**config.mk**
```make
export PLATFORM = sky130hd
export DESIGN_NAME = cpu5_fetch_unit
export DESIGN_NICKNAME = d
export VERILOG_FILES = /design/src/rtl/cpu5_fetch_unit_pkg.sv /design/src/rtl/cpu5_fetch_outreg.sv /design/src/rtl/cpu5_fetch_unit.sv
export SDC_FILE = /design/constraint.sdc
export NUM_CORES = 1
export LEC_CHECK = 0
export ABC_AREA = 1
export BUFFER_PORTS_ARGS = -buffer_cell sky130_fd_sc_hd__buf_2
export CELL_PAD_IN_SITES_DETAIL_PLACEMENT = 1
export CELL_PAD_IN_SITES_GLOBAL_PLACEMENT = 2
export CORE_MARGIN = 2
export CORE_UTILIZATION = 29
export CTS_CLUSTER_DIAMETER = 40
export DETAILED_ROUTE_END_ITERATION = 7
export PLACE_DENSITY_LB_ADDON = 0.1
export SYNTH_ARGS = -nofsm -noshare
export SYNTH_HDL_FRONTEND = slang
export SYNTH_SLANG_ARGS = --single-unit
```
**constraint.sdc**
```tcl
create_clock -name clk -period 1.9 [get_ports clk]
set_clock_uncertainty 0.15 [all_clocks]
set_input_delay 0.285 -clock clk [delete_from_list [all_inputs] [get_ports clk]]
set_output_delay 0.285 -clock clk [all_outputs]
set_load 0.005 [all_outputs]
```
**src/rtl/cpu5_fetch_unit_pkg.sv**
```systemverilog
// Shared CPU5 constants and fetch-unit types: core width, reset PC and fetch FSM encodings.
`ifndef CPU5_DEFINES_SVH
`define CPU5_DEFINES_SVH
`define CPU5_XLEN      32
`define CPU5_RESET_PC  32'h0000_0000
`define CPU5_IFU_RUN   1'b0
`define CPU5_IFU_HALT  1'b1
`endif

package cpu5_fetch_unit_pkg;

    typedef enum logic {
        IFU_RUN  = `CPU5_IFU_RUN,
        IFU_HALT = `CPU5_IFU_HALT
    } ifu_state_e;

    function automatic logic pc_aligned(input logic [1:0] pc_lsb);
        return pc_lsb == 2'b00;
    endfunction

endpackage

```
**src/rtl/cpu5_fetch_outreg.sv**
```systemverilog
// Single-entry valid/ready holding register with flush; loads in the same cycle it drains.
// Latency 1 cycle; entry held stable while out_vld_o && !out_rdy_i.
module cpu5_fetch_outreg #(
    parameter int W = 32
) (
    input  logic         clk_i,
    input  logic         reset_i,
    input  logic         flush_i,
    input  logic         in_vld_i,
    input  logic [W-1:0] in_pc_i,
    input  logic [W-1:0] in_instr_i,
    input  logic         in_err_i,
    output logic         in_rdy_o,
    input  logic         out_rdy_i,
    output logic         out_vld_o,
    output logic [W-1:0] out_pc_o,
    output logic [W-1:0] out_instr_o,
    output logic         out_err_o
);

    logic         vld_q;
    logic [W-1:0] pc_q;
    logic [W-1:0] instr_q;
    logic         err_q;

    assign in_rdy_o = !vld_q || out_rdy_i;

    // A flush overwrites the slot regardless of whether decode is draining it.
    always_ff @(posedge clk_i) begin
        if (reset_i) begin
            vld_q   <= 1'b0;
            pc_q    <= '0;
            instr_q <= '0;
            err_q   <= 1'b0;
        end else if (flush_i || (in_vld_i && in_rdy_o)) begin
            vld_q   <= in_vld_i;
            pc_q    <= in_pc_i;
            instr_q <= in_instr_i;
            err_q   <= in_err_i;
        end else if (out_rdy_i) begin
            vld_q   <= 1'b0;
        end
    end

    assign out_vld_o   = vld_q;
    assign out_pc_o    = pc_q;
    assign out_instr_o = instr_q;
    assign out_err_o   = err_q;

endmodule

```
**src/rtl/cpu5_fetch_unit.sv**
```systemverilog
// Instruction fetch: owns the fetch PC, reads the combinational icache, registers {pc, instr} toward decode.
// Latency 1 cycle from address to out_valid; stalls on !out_ready, halts after a misaligned redirect.
module cpu5_fetch_unit
    import cpu5_fetch_unit_pkg::*;
#(
    parameter int              XLEN     = `CPU5_XLEN,
    parameter int              IADDR_W  = 8,
    parameter logic [XLEN-1:0] RESET_PC = `CPU5_RESET_PC
) (
    input  logic               clk,
    input  logic               reset,
    output logic [IADDR_W-1:0] icache_a,
    input  logic [XLEN-1:0]    icache_q,
    input  logic               redirect_valid,
    input  logic [XLEN-1:0]    redirect_pc,
    output logic               out_valid,
    input  logic               out_ready,
    output logic [XLEN-1:0]    out_pc,
    output logic [XLEN-1:0]    out_instr,
    output logic               out_err
);

    logic [XLEN-1:0] fpc_q, fpc_d;
    ifu_state_e      state_q, state_d;
    logic            accept;
    logic            redir_ok;
    logic            ent_vld;
    logic [XLEN-1:0] ent_pc;
    logic [XLEN-1:0] ent_instr;
    logic            ent_err;

    assign redir_ok = pc_aligned(redirect_pc[1:0]);

    // Redirect target drives the cache directly so the new stream starts without a bubble.
    assign icache_a = redirect_valid ? redirect_pc[IADDR_W+1:2] : fpc_q[IADDR_W+1:2];

    always_comb begin
        fpc_d     = fpc_q;
        state_d   = state_q;
        ent_vld   = 1'b0;
        ent_pc    = fpc_q;
        ent_instr = icache_q;
        ent_err   = 1'b0;
        if (redirect_valid) begin
            ent_vld   = 1'b1;
            ent_pc    = redirect_pc;
            ent_instr = redir_ok ? icache_q : '0;
            ent_err   = !redir_ok;
            fpc_d     = redir_ok ? redirect_pc + XLEN'(4) : redirect_pc;
            state_d   = redir_ok ? IFU_RUN : IFU_HALT;
        end else if (state_q == IFU_RUN) begin
            ent_vld = 1'b1;
            if (accept) begin
                fpc_d = fpc_q + XLEN'(4);
            end
        end
    end

    always_ff @(posedge clk) begin
        if (reset) begin
            fpc_q   <= RESET_PC;
            state_q <= IFU_RUN;
        end else begin
            fpc_q   <= fpc_d;
            state_q <= state_d;
        end
    end

    cpu5_fetch_outreg #(.W(XLEN)) u_outreg (
        .clk_i       (clk),
        .reset_i     (reset),
        .flush_i     (redirect_valid),
        .in_vld_i    (ent_vld),
        .in_pc_i     (ent_pc),
        .in_instr_i  (ent_instr),
        .in_err_i    (ent_err),
        .in_rdy_o    (accept),
        .out_rdy_i   (out_ready),
        .out_vld_o   (out_valid),
        .out_pc_o    (out_pc),
        .out_instr_o (out_instr),
        .out_err_o   (out_err)
    );

endmodule

```
==> parameters.txt <==
Parameter                              Value

Logic synthesis
  Cell type with the highest aggregate area in the netlist    dfxtp_1
  Synthesized flop and latch total    99
  Most numerous cell types in the synthesized netlist    nand2_1 (194), nor2_1 (106), dfxtp_1 (99)
  Area share of the largest cell type after synthesis    33.8%
  Cell area after technology mapping    5860 µm²
  Post-synthesis cell count    900
  Synthesis warning total    0
  Post-Syn Nets    970
  Main flop type after synthesis    dfxtp_1
  Fraction of the yosys area taken by sequential cells    33.8%
  Average size of a mapped cell    6.51 µm²
  Number of enable-type register cells in the synthesized netlist    0
  Largest cells by area after synthesis    dfxtp_1 (34%), nand2_1 (12%), o21ai_0 (7.3%)
  Most frequently used cell type in the post-synthesis netlist    nand2_1
  Count of different cell masters after synthesis    38
  Asr flop ratio synth    0%

Floorplan
  Initial cell density of the core    29.8%
  Horizontal extent of the die    146 µm
  # IOs    142
  Area inside the core boundary    19,700 µm²
  Row count    51
  Die Height    146 µm
  Die Outline Area    21,400 µm²

GRT
  Number of global-route vias before repair    6,775
  Fraction of met3 tracks used by global routing    4.88%
  Global-route wire length before repair    38,000 µm
  Total congestion overflow after global routing    0
  Antenna violations before repair    3
  Global routing met1 resource utilization    31.4%
  Total routing resource utilization after global routing    22.5%
  Highest-utilization routing layer at the global route stage    met2
  Largest net degree at the start of global routing    43
  Global routing usage on met2    36.0%

Job
  Max-cap violation count    0

Place
  Buffers added on ports    141
  Detailed placement HPWL    17,900 µm
  Weighted congestion at the end of routability-driven global placement    0.835

Drt
  Number of optimization iterations in the first detailed-route pass    4
  Number of nets with antenna violations after routing    0
  Total wire length after detailed routing    23,600 µm
  Average vias per placed instance    4.79
  Detail-routed net length per standard cell    17.2 µm
  Remaining design rule violation count    0
  Initial drt markers    291
  Vias    6,563

Worst setup path
  Setup crit start kind    flop
  Crit path max fanout    6
  Critical path type    reg -> out
  Setup slack of the worst register-to-register path    0.15 ns
  WP data arrival    1.41 ns
  Capturing element of the worst setup path    icache_a[3]
  Data required time at the worst endpoint    1.46 ns
  Worst setup EP type    primary output
  Launching instance or port of the critical path    fpc_q[5]
  R2r worst-path depth    12
  Worst reg2reg path endpoint    fpc_q[23]
  Reg-to-Reg Start    fpc_q[19]

Status
  Outcome    finished, final reports clean

Finish
  Final net count    1,170
  Fillcell total    2,615
  Count of inserted antenna diode cells    0
  Area used by multi-input combinational logic    3370 µm²
  Combined flip-flop and latch cell area    1990 µm²
  Proportion of layout cells with a drive suffix above 1    27.7%
  Area growth from synthesis to final layout    35.1%

Clock tree
  Clock insertion delay at the later pin of the skew report    0.37 ns
  Buffer levels on the longest clock path    2
  Clock buffer count from CTS    9
  TritonCTS clock tree    built
  TritonCTS Sinks    99
  CTS HTree Levels    3
  Register clock-pin slew on the reported worst setup and hold paths    0.08 ns
  Root buf cell    clkbuf_16

STA
  Worst Tran Pin Value    0.359 ns
  Number of pins exceeding their max-slew limit in the final report    0
  Worst slew margin relative to its limit    76.1%
  Final min period    1.85 ns
  Max Fclk    0.542 GHz
  Hold violation count in the final report    0
  Final worst-path cycle share    97.1%
  Setup repair after global routing missed its margin    true
  # setup viols final    0
  Hold slack    0.00159 ns

Power
  Total power per unit cell area    687 nW/µm²
  Post-route total power    5.44 mW
  VDD IR max    0.369 mV
  Leakage power total    3.54 nW

Hold path
  Hold WC Path Type    in -> reg
critical path, stage by stage (launching register included):
cell	delay, ns
dfxtp_2	0.41
inv_2	0.06
buf_4	0.15
o21ai_0	0.26
buf_2	0.17
logic make-up after synthesis:
group | count (synthesis) | share of synthesized area, %
xor+xnor | 12 | 1.79
flops | 99 | 33.8
compound gates | 211 | 19.9
buf+inv | 139 | 9.91
simple gates | 437 | 34.2
fa+ha+maj | 2 | 0.427
worst min path at each step:
stage / to / depth (start not counted) / startpoint
floorplan: u_outreg.out_instr_o[0] / 2 / icache_q[0]
global placement: u_outreg.out_err_o / 2 / u_outreg.out_err_o
detailed placement: u_outreg.out_err_o / 2 / u_outreg.out_err_o
CTS: u_outreg.out_instr_o[0] / 3 / icache_q[0]
global route: u_outreg.out_instr_o[0] / 3 / icache_q[0]
finish: u_outreg.out_instr_o[0] / 3 / icache_q[0]
cell usage in the layout, fill, tap and decap left out, types with 3 or more instances in the layout:
cell type	n
nand3_2	6
buf_4	66
nand2_2	15
dfxtp_2	10
nor3_4	3
inv_1	81
a31oi_1	15
o21ai_1	8
buf_12	5
inv_2	5
o211ai_1	5
xor2_1	7
a211oi_1	5
nor3_1	5
nand3b_1	5
buf_2	141
a221oi_1	5
nor2_1	103
dlygate4sd3_1	29
nand4_1	17
a21oi_1	77
nor2_2	15
dfxtp_1	89
o21ai_0	82
nor3_2	3
nand3_1	58
nand2_1	191
clkbuf_16	9
xnor2_1	5
o21bai_1	6
nor2_4	12
inv_6	3
sequential cells by signal, indices dropped and copies added, names as in the netlist:
signal and cells:
fpc_q 32, state_q 1, u_outreg.out_vld_o 1, u_outreg.out_pc_o 32, u_outreg.out_err_o 1, u_outreg.out_instr_o 32
report_power, final:
part / leakage [nW] / internal [mW] / switching (mW)
clock: 0.146 / 0.928 / 0.974
combinational: 2.57 / 0.488 / 0.680
sequential: 0.823 / 2.25 / 0.119
metrics by stage:
stage	area [µm²]	TNS [ns]	util, %	setup slack (ns)	cells
floorplan	5860	0	-	0.125	900
global placement	7240	0	36.8	0.0406	1324
detailed placement	7240	0	36.8	0.0302	1324
CTS	7830	0	39.8	0.0308	1369
global route	7920	-0.0150	40.3	-0.00791	1370
finish	7920	0	40.3	0.0543	1370
cell type report:
type | instances | area share [%]
multi-input cells | 662 | 42.5
flip-flops and latches | 99 | 25.2
repair buffers | 242 | 20.2
well taps | 265 | 4.19
inverters | 86 | 4.08
clock buffers | 9 | 2.84
clock inverters | 7 | 0.917
what timing repair did:
item	in CTS	in global routing
cloned	0	0
endpoints found under the setup margin	3	14
endpoints found under the hold margin	29	0
gates resized for setup	3	26
pin swaps	0	2
hold buffers	29	0
buffers inserted	0	1
per-layer routing:
metal  part of all wire (%)  up-vias
li1                       -     3363
met1                     48     3047
met2                     45      136
met3                    5.5       15
met4                    1.1        2
met5                  0.064        -
Power figures use the tool's default switching activity.
